[src/rtl/pixel_word_fetch.sv]
// Fetches a contiguous block of 32-bit words and presents each as four 8-bit pixel lanes.
// Optional stall counter output enabled by defining PIXEL_FETCH_STALL_CNT_EN.
module pixel_word_fetch #(
    parameter int unsigned ADDR_WIDTH  = 16,
    parameter int unsigned MEM_LATENCY = 1
) (
    input  logic                  clk,
    input  logic                  rst,
    input  logic                  start,
    input  logic [ADDR_WIDTH-1:0] base_addr,
    input  logic [ADDR_WIDTH-1:0] num_words,
    output logic                  mem_rd_en,
    output logic [ADDR_WIDTH-1:0] mem_addr,
    input  logic [31:0]           mem_rdata,
    output logic [7:0]            pixel1,
    output logic [7:0]            pixel2,
    output logic [7:0]            pixel3,
    output logic [7:0]            pixel4,
    output logic                  pixels_valid,
    input  logic                  pixels_ready,
    output logic                  busy,
    output logic                  done
`ifdef PIXEL_FETCH_STALL_CNT_EN
    ,
    output logic [15:0]           stall_count
`endif
);

    typedef enum logic [2:0] {StIdle, StReq, StWait, StHold, StDone} state_e;

    localparam logic [3:0]            LatInit = 4'(MEM_LATENCY - 1);
    localparam logic [ADDR_WIDTH-1:0] AddrOne = ADDR_WIDTH'(1);

    state_e                state_q, state_d;
    logic [ADDR_WIDTH-1:0] base_q, base_d;
    logic [ADDR_WIDTH-1:0] num_q, num_d;
    logic [ADDR_WIDTH-1:0] idx_q, idx_d;
    logic [ADDR_WIDTH-1:0] addr_q, addr_d;
    logic [3:0]            lat_q, lat_d;
    logic [31:0]           word_q, word_d;
    logic [ADDR_WIDTH-1:0] cur_addr;
    logic                  start_acc;

    assign cur_addr = base_q + idx_q;

    always_comb begin
        state_d   = state_q;
        base_d    = base_q;
        num_d     = num_q;
        idx_d     = idx_q;
        addr_d    = addr_q;
        lat_d     = lat_q;
        word_d    = word_q;
        start_acc = 1'b0;
        unique case (state_q)
            StIdle: begin
                if (start) begin
                    start_acc = 1'b1;
                    if (num_words != '0) begin
                        base_d  = base_addr;
                        num_d   = num_words;
                        idx_d   = '0;
                        state_d = StReq;
                    end else begin
                        state_d = StDone;
                    end
                end
            end
            StReq: begin
                addr_d  = cur_addr;
                lat_d   = LatInit;
                state_d = StWait;
            end
            StWait: begin
                // Read data is valid during the last counted wait cycle.
                if (lat_q == 4'd0) begin
                    word_d  = mem_rdata;
                    state_d = StHold;
                end else begin
                    lat_d = lat_q - 4'd1;
                end
            end
            StHold: begin
                if (pixels_ready) begin
                    if (idx_q == num_q - AddrOne) begin
                        state_d = StDone;
                    end else begin
                        idx_d   = idx_q + AddrOne;
                        state_d = StReq;
                    end
                end
            end
            StDone:  state_d = StIdle;
            default: state_d = StIdle;
        endcase
    end

    always_ff @(posedge clk or posedge rst) begin
        if (rst) begin
            state_q <= StIdle;
            base_q  <= '0;
            num_q   <= '0;
            idx_q   <= '0;
            addr_q  <= '0;
            lat_q   <= '0;
            word_q  <= '0;
        end else begin
            state_q <= state_d;
            base_q  <= base_d;
            num_q   <= num_d;
            idx_q   <= idx_d;
            addr_q  <= addr_d;
            lat_q   <= lat_d;
            word_q  <= word_d;
        end
    end

    // Address is driven live in REQ and held from the register elsewhere.
    assign mem_rd_en    = (state_q == StReq);
    assign mem_addr     = (state_q == StReq) ? cur_addr : addr_q;
    assign pixels_valid = (state_q == StHold);
    assign busy         = (state_q != StIdle);
    assign done         = (state_q == StDone);
    assign pixel1       = word_q[7:0];
    assign pixel2       = word_q[15:8];
    assign pixel3       = word_q[23:16];
    assign pixel4       = word_q[31:24];

`ifdef PIXEL_FETCH_STALL_CNT_EN
    logic [15:0] stall_q;

    always_ff @(posedge clk or posedge rst) begin
        if (rst) begin
            stall_q <= '0;
        end else if (start_acc) begin
            stall_q <= '0;
        end else if (state_q == StHold && !pixels_ready && stall_q != 16'hFFFF) begin
            stall_q <= stall_q + 16'd1;
        end
    end

    assign stall_count = stall_q;
`else
    logic unused_start_acc;
    assign unused_start_acc = start_acc;
`endif

endmodule

[config.mk]
export PLATFORM = sky130hd
export DESIGN_NAME = pixel_word_fetch
export DESIGN_NICKNAME = d
export VERILOG_FILES = /design/src/rtl/pixel_word_fetch.sv
export SDC_FILE = /design/constraint.sdc
export NUM_CORES = 1
export LEC_CHECK = 0
export CORE_MARGIN = 2
export CORE_UTILIZATION = 40
export CTS_BUF_LIST = sky130_fd_sc_hd__clkbuf_16
export DETAILED_ROUTE_END_ITERATION = 7
export GPL_ROUTABILITY_DRIVEN = 0
export PLACE_DENSITY = 0.68
export SLEW_MARGIN = 20
export SYNTH_ARGS = -nofsm -noshare
export SYNTH_HDL_FRONTEND = slang
export SYNTH_SLANG_ARGS = --single-unit
[constraint.sdc]
create_clock -name clk -period 3.65 [get_ports clk]
set_clock_uncertainty 0.2 [all_clocks]
set_input_delay 0.73 -clock clk [delete_from_list [all_inputs] [get_ports clk]]
set_output_delay 0.73 -clock clk [all_outputs]
set_load 0.02 [all_outputs]
==> impl_metrics.ini, run 1 <==
[logic_synthesis]
yosysMostFrequentCell = nand2_1
synthCells = 576
synth.distinct_cells = 60
yosysTopAreaCell = dfrtp_1
ys_warn_count = 0
synth_edf_count = 0
syn_nets = 663
synth.avg_cell_area_um2 = 9.63
ys_seq_area_share_pct = 46.4
synth_top_area_share_pct = 46.4
synthFlopType = dfrtp_1
synth_area_um2 = 5550
async_flop_share_pct = 100
synth_commonest_cells = nand2_1 (132), dfrtp_1 (103), mux2_2 (32)
ys_ff_latch = 103
synthTopCellsByArea = dfrtp_1 (46%), nand2_1 (8.9%), mux2_2 (6.5%)

[grt]
grt-ovfl-total = 0
grtUsageMet1_pct = 25.0
busiest_layer = met2
grt_use_met2_pct = 32.1
grt_pass1_wl_um = 22600
grt_pass1_vias = 4701
antenna_found_initial = 0
grt_max_degree = 47
grt_use_total_pct = 19.3
met3_usage_pct = 4.92

[floorplanning]
ios = 120
rows = 43
die_area_um2 = 14800
core_area_um2 = 13700
start_util_pct = 40.4
dieWidth_um = 122
die-height_um = 122

[sta]
setup_ws_ns = -0.0261
setup_viol = 2
max_freq_mhz = 272
worst_pin_slew_ns = 0.639
whs_ns = 0.280
final.min_clock_period_ns = 3.68
rsz0062_at_grt = true
min_period_over_period_pct = 101
finalHoldViolCount = 0
final_max_slew_viol_count = 0
relSlewSlack_pct = 57.3

[status]
violations = negative setup slack
status = finished with violations

[drt]
drt-wirelength-per-cell_um = 15.5
drt_iter0_drc = 254
ant_nets = 0
drc = 0
routed-via-count = 4760
vias_per_cell = 5.27
wl_um = 14000
first_pass_iters = 4

[power]
vdd_drop_max_mv = 0.396
intPower_mw = 3.66
leakage_nw = 3.39
seq_power_share_pct = 31.8
total_power_mw = 5.94
comb_power_share_pct = 49.6
power.density_nw_per_um2 = 785
switching_share_pct = 38.5
pwr-share-clk_pct = 18.6
switching_power_mw = 2.29

[cells_and_area]
final_area_um2 = 7570
area_growth_pct = 36.4
fin_nets = 806
diodes = 0
drive_above_1_share_pct = 17.1
finish.utilization_pct = 55.2

[min_path]
hold_start = addr_q[10]
hold_path_class = reg2reg
hold-path-cell-count = 2

[critical_path]
startpoint_type = flip-flop
r2r_end = idx_q[4]
critical_path_class = reg2out
rr_startpoint = num_q[0]
reg2reg_depth = 10
critPathCaptureType = primary output
crit_path_end = mem_addr[15]
crit_start = idx_q[0]
crit_required_ns = 2.72
reg2reg_slack_ns = 0.48
arrival_ns = 2.75
critPathMaxFanout = 2

[placement]
hpwl_um = 10500
place_area_um2 = 7110
io_buffers = 119

[clock_network]
clockBufferDepth = 2
clk_latency_ns = 0.35
htree_levels = 3
clk_pin_slew_ns = 0.07
cts_tree = done
cts_root_buf = clkbuf_16
cts.sinks = 103
ctsHoldBuffers = 0
numCtsBuffers = 9

[flow_run]
drv_cap = 0
## worst min-delay path by stage
stage / to / slack, ns
after CTS: addr_q[10] / 0.29
after global routing: addr_q[10] / 0.31
final: addr_q[10] / 0.28
after global placement: addr_q[0] / 0.26
after floorplan: base_q[0] / 0.25
after detailed placement: addr_q[0] / 0.27
## power by group through the flow
stage	clock, mW	sequential [mW]	combinational (mW)
floorplan	0	2.10	1.54
global placement	0	1.88	2.83
detailed placement	0	1.91	2.91
CTS	1.13	1.89	2.90
global route	1.19	1.95	3.21
finish	1.11	1.89	2.95
## cell usage in the layout (no fill, tap or decap), types with 4 or more instances in the layout
cell type,count
nand2b_1,6
o31ai_1,4
nor4_1,5
nor3b_1,6
dfrtp_1,103
nor2b_1,9
nor2_1,17
mux2_2,32
nand2_1,132
a31oi_1,6
mux2i_1,5
and3_1,4
buf_4,38
inv_1,13
a21o_1,5
o211ai_1,8
nand3_1,14
or3_1,6
or4_1,7
clkdlybuf4s50_1,106
a211oi_1,4
nor3_1,10
xor2_1,10
clkbuf_16,9
and2_1,5
a21oi_1,13
xnor2_1,17
o21ai_0,25
ha_1,17
nand4_1,12
## stage by stage
| step | setup TNS [ns] | setup WS [ns] | instances |
|---|---|---|---|
| floorplan | 0 | 0.0162 | 576 |
| global placement | -0.272 | -0.136 | 882 |
| detailed placement | -0.510 | -0.191 | 882 |
| CTS | -0.170 | -0.102 | 898 |
| global route | -0.528 | -0.156 | 904 |
| finish | -0.0295 | -0.0261 | 904 |
## state kept, by name (all words and copies together) (netlist names)
name,cells
word_q,32
addr_q,16
base_q,16
idx_q,16
num_q,16
lat_q,4
state_q,3
## logic make-up (layout without fill, tap and decap cells)
kind of cell / count (synthesis) / after routing / synth area share, %
and+or+nand+nor: 255 / 255 / 23.0
DFF: 103 / 103 / 46.4
AOI/OAI and AO/OA: 94 / 94 / 11.2
buffers and inverters: 41 / 189 / 3.27
muxes: 37 / 37 / 7.40
xor gates and xnor gates: 27 / 27 / 4.26
adders and majority gates: 19 / 19 / 4.42
## per-layer routing
layer | wire, um | part of all wire [%]
met4 | 194 | 1.4
met1 | 6030 | 43
met5 | 0 | 0
met2 | 7040 | 50
met3 | 777 | 5.5
## critical path, stage by stage, from the launching register on
cell and delay, ns:
dfrtp_1 0.39, ha_2 0.20, buf_4 0.13, buf_4 0.13
a211oi_2 0.19, o21ai_2 0.09, a31oi_2 0.25, a21oi_2 0.11
a211o_1 0.31, nor4_2 0.23, a211oi_2 0.10, clkdlybuf4s15_2 0.27
## layout make-up
cell class / instances / area (um2)
Tap cell: 180 / 225
Clock buffer: 9 / 225
Sequential cell: 103 / 2580
Timing Repair Buffer: 157 / 1490
Fill cell: 1216 / 6150
Multi-Input combinational cell: 432 / 2870
Clock inverter: 7 / 120
Inverter: 16 / 62.6
## repair_timing
action                     4_1_cts  5_1_grt
setup buffers                    0        6
gates resized for setup         44       19
setup endpoints to repair       11       17
pin swaps                        3       12
gates cloned                     0        0
(Power assumes the default switching activity.)
==> inputs of run 2 (changes only) <==
- CORE_UTILIZATION: 40 -> 46
- PLACE_DENSITY: 0.68 -> 0.76
==> impl_metrics.ini, run 2 (synthesized netlist as in run 1, its figures left out) <==
[status]
status = finished with violations
violations = negative setup slack

[clock_network]
clockBufferDepth = 2
numCtsBuffers = 9
cts_root_buf = clkbuf_16
htree_levels = 3
clk_latency_ns = 0.36
cts_tree = done
cts.sinks = 103
clk_pin_slew_ns = 0.07
ctsHoldBuffers = 0

[floorplanning]
die_area_um2 = 13000
core_area_um2 = 11900
rows = 40
die-height_um = 114
dieWidth_um = 114
ios = 120
start_util_pct = 46.6

[cells_and_area]
area_growth_pct = 35.0
stdcell_count = 874
largest_reg_flops = 32
finish.utilization_pct = 62.9
diodes = 0
largest_register = word_q
n_fill_cell = 956
fin_nets = 809
mostFrequentLayoutCell = nand2_1
layout_common_cells = nand2_1 (132), clkdlybuf4s50_1 (106), dfrtp_1 (103), buf_4 (41), mux2_2 (32)
drive_above_1_share_pct = 17.3

[flow_run]
drv_cap = 0

[power]
total_power_mw = 5.88
leakage_nw = 3.37
power.density_nw_per_um2 = 785
vdd_drop_max_mv = 0.465

[sta]
fin_tns_setup_ns = -0.104
final_max_slew_viol_count = 0
setup_viol = 3
whs_ns = 0.275
relSlewSlack_pct = 58.9
rsz0062_at_grt = true
setup_ws_ns = -0.0534
min_period_over_period_pct = 101
finalHoldViolCount = 0
max_freq_mhz = 270
final.min_clock_period_ns = 3.70
worst_pin_slew_ns = 0.615

[critical_path]
crit_required_ns = 2.72
slowest_delay_ns = 0.37
crit_start = idx_q[0]
crit_buf_inv = 2
worst_path_max_delay_cell = dfrtp_1
rr_startpoint = num_q[3]
r2r_end = idx_q[5]
critPathMaxFanout = 3
crit_path_end = mem_addr[14]
startpoint_type = flip-flop
critPathCaptureType = primary output
arrival_ns = 2.77
critical_path_class = reg2out
crit_path_cell_trace = ha_2 > inv_2 > fa_2 > nor2b_2 > o21ai_2 > a21bo_2 > a211o_1 > a311oi_2 > or3_1 > nand3_2 > buf_6
cp_top_family = compound AO/OA/AOI/OAI gates
critical_path_cell_count = 11
reg2reg_slack_ns = 0.65
reg2reg_depth = 8

[grt]
antenna_found_initial = 0
grt_pass1_wl_um = 22600
grt_use_total_pct = 22.1
grt-ovfl-total = 0
grt_pass1_vias = 4654
grt_max_degree = 44

[drt]
first_pass_iters = 4
drc = 0
ant_nets = 0
drt-wirelength-per-cell_um = 16.0
drt_iter0_drc = 361
vias_per_cell = 5.41
routed-via-count = 4731
wl_um = 14000

[placement]
placedCellCount = 850
hpwl_um = 10300
io_buffers = 119

[min_path]
hold_path_class = reg2reg
[run 2: changes by cell type in the layout (fill, tap and decap cells not counted), sizes merged]
cell and delta:
buf +5, bufinv -2, clkbuf -1, clkdlybuf4s15 -1
clkinvlp +1, dlygate4sd1 +1, dlymetal6s2s -1, inv +1
[run 2: how the worst min path moves through the flow]
stage | startpoint | slack [ns] | endpoint | cells after the start
2_1_floorplan | base_q[0] | 0.25 | base_q[0] | 2
3_3_place_gp | addr_q[0] | 0.26 | addr_q[0] | 2
3_5_place_dp | addr_q[0] | 0.26 | addr_q[0] | 2
4_1_cts | addr_q[12] | 0.28 | addr_q[12] | 2
5_1_grt | addr_q[0] | 0.30 | addr_q[0] | 2
6_report | addr_q[0] | 0.27 | addr_q[0] | 2
[run 2: power by group]
part	switching, mW	internal [mW]
combinational	1.58	1.44
clock	0.433	0.527
sequential	0.306	1.59
total	2.32	3.56
[run 2: per-stage QoR]
stage	setup slack [ns]	instance area [um2]
2_1_floorplan	0.0162	5550
3_3_place_gp	-0.156	7070
3_5_place_dp	-0.303	7070
4_1_cts	-0.139	7410
5_1_grt	-0.161	7490
6_report	-0.0534	7490
[run 2: repair_timing]
action,in CTS,in global routing
setup buffers,3,5
pin swaps,4,12
gates resized for setup,49,23
endpoints found under the setup margin,12,11
[run 2: layout make-up]
type | count | area [um2] | area share [%]
sequential | 103 | 2580 | 34.4
clock buffer | 9 | 225 | 3.01
tap | 147 | 184 | 2.45
inverter | 16 | 62.6 | 0.835
multi-input combinational | 432 | 2890 | 38.5
timing repair buffer | 160 | 1490 | 19.9
clock inverter | 7 | 63.8 | 0.852
[run 2: layer usage]
metal	up-vias	track usage, %	wire, um
met5	-	0	0
met4	0	7.56	248
met3	19	3.61	524
met2	101	37.2	7160
met1	2276	29.0	6070
li1	2335	-	-
[run 2: worst register-to-register path, delay by kind of cell, from the launching register on]
family,cells,cell delay (ns)
AO/OA/AOI/OAI,2,0.48
buffers and inverters,1,0.23
flip-flops,1,0.45
multiplexers,1,0.19
AND/OR/NAND/NOR,4,1.37
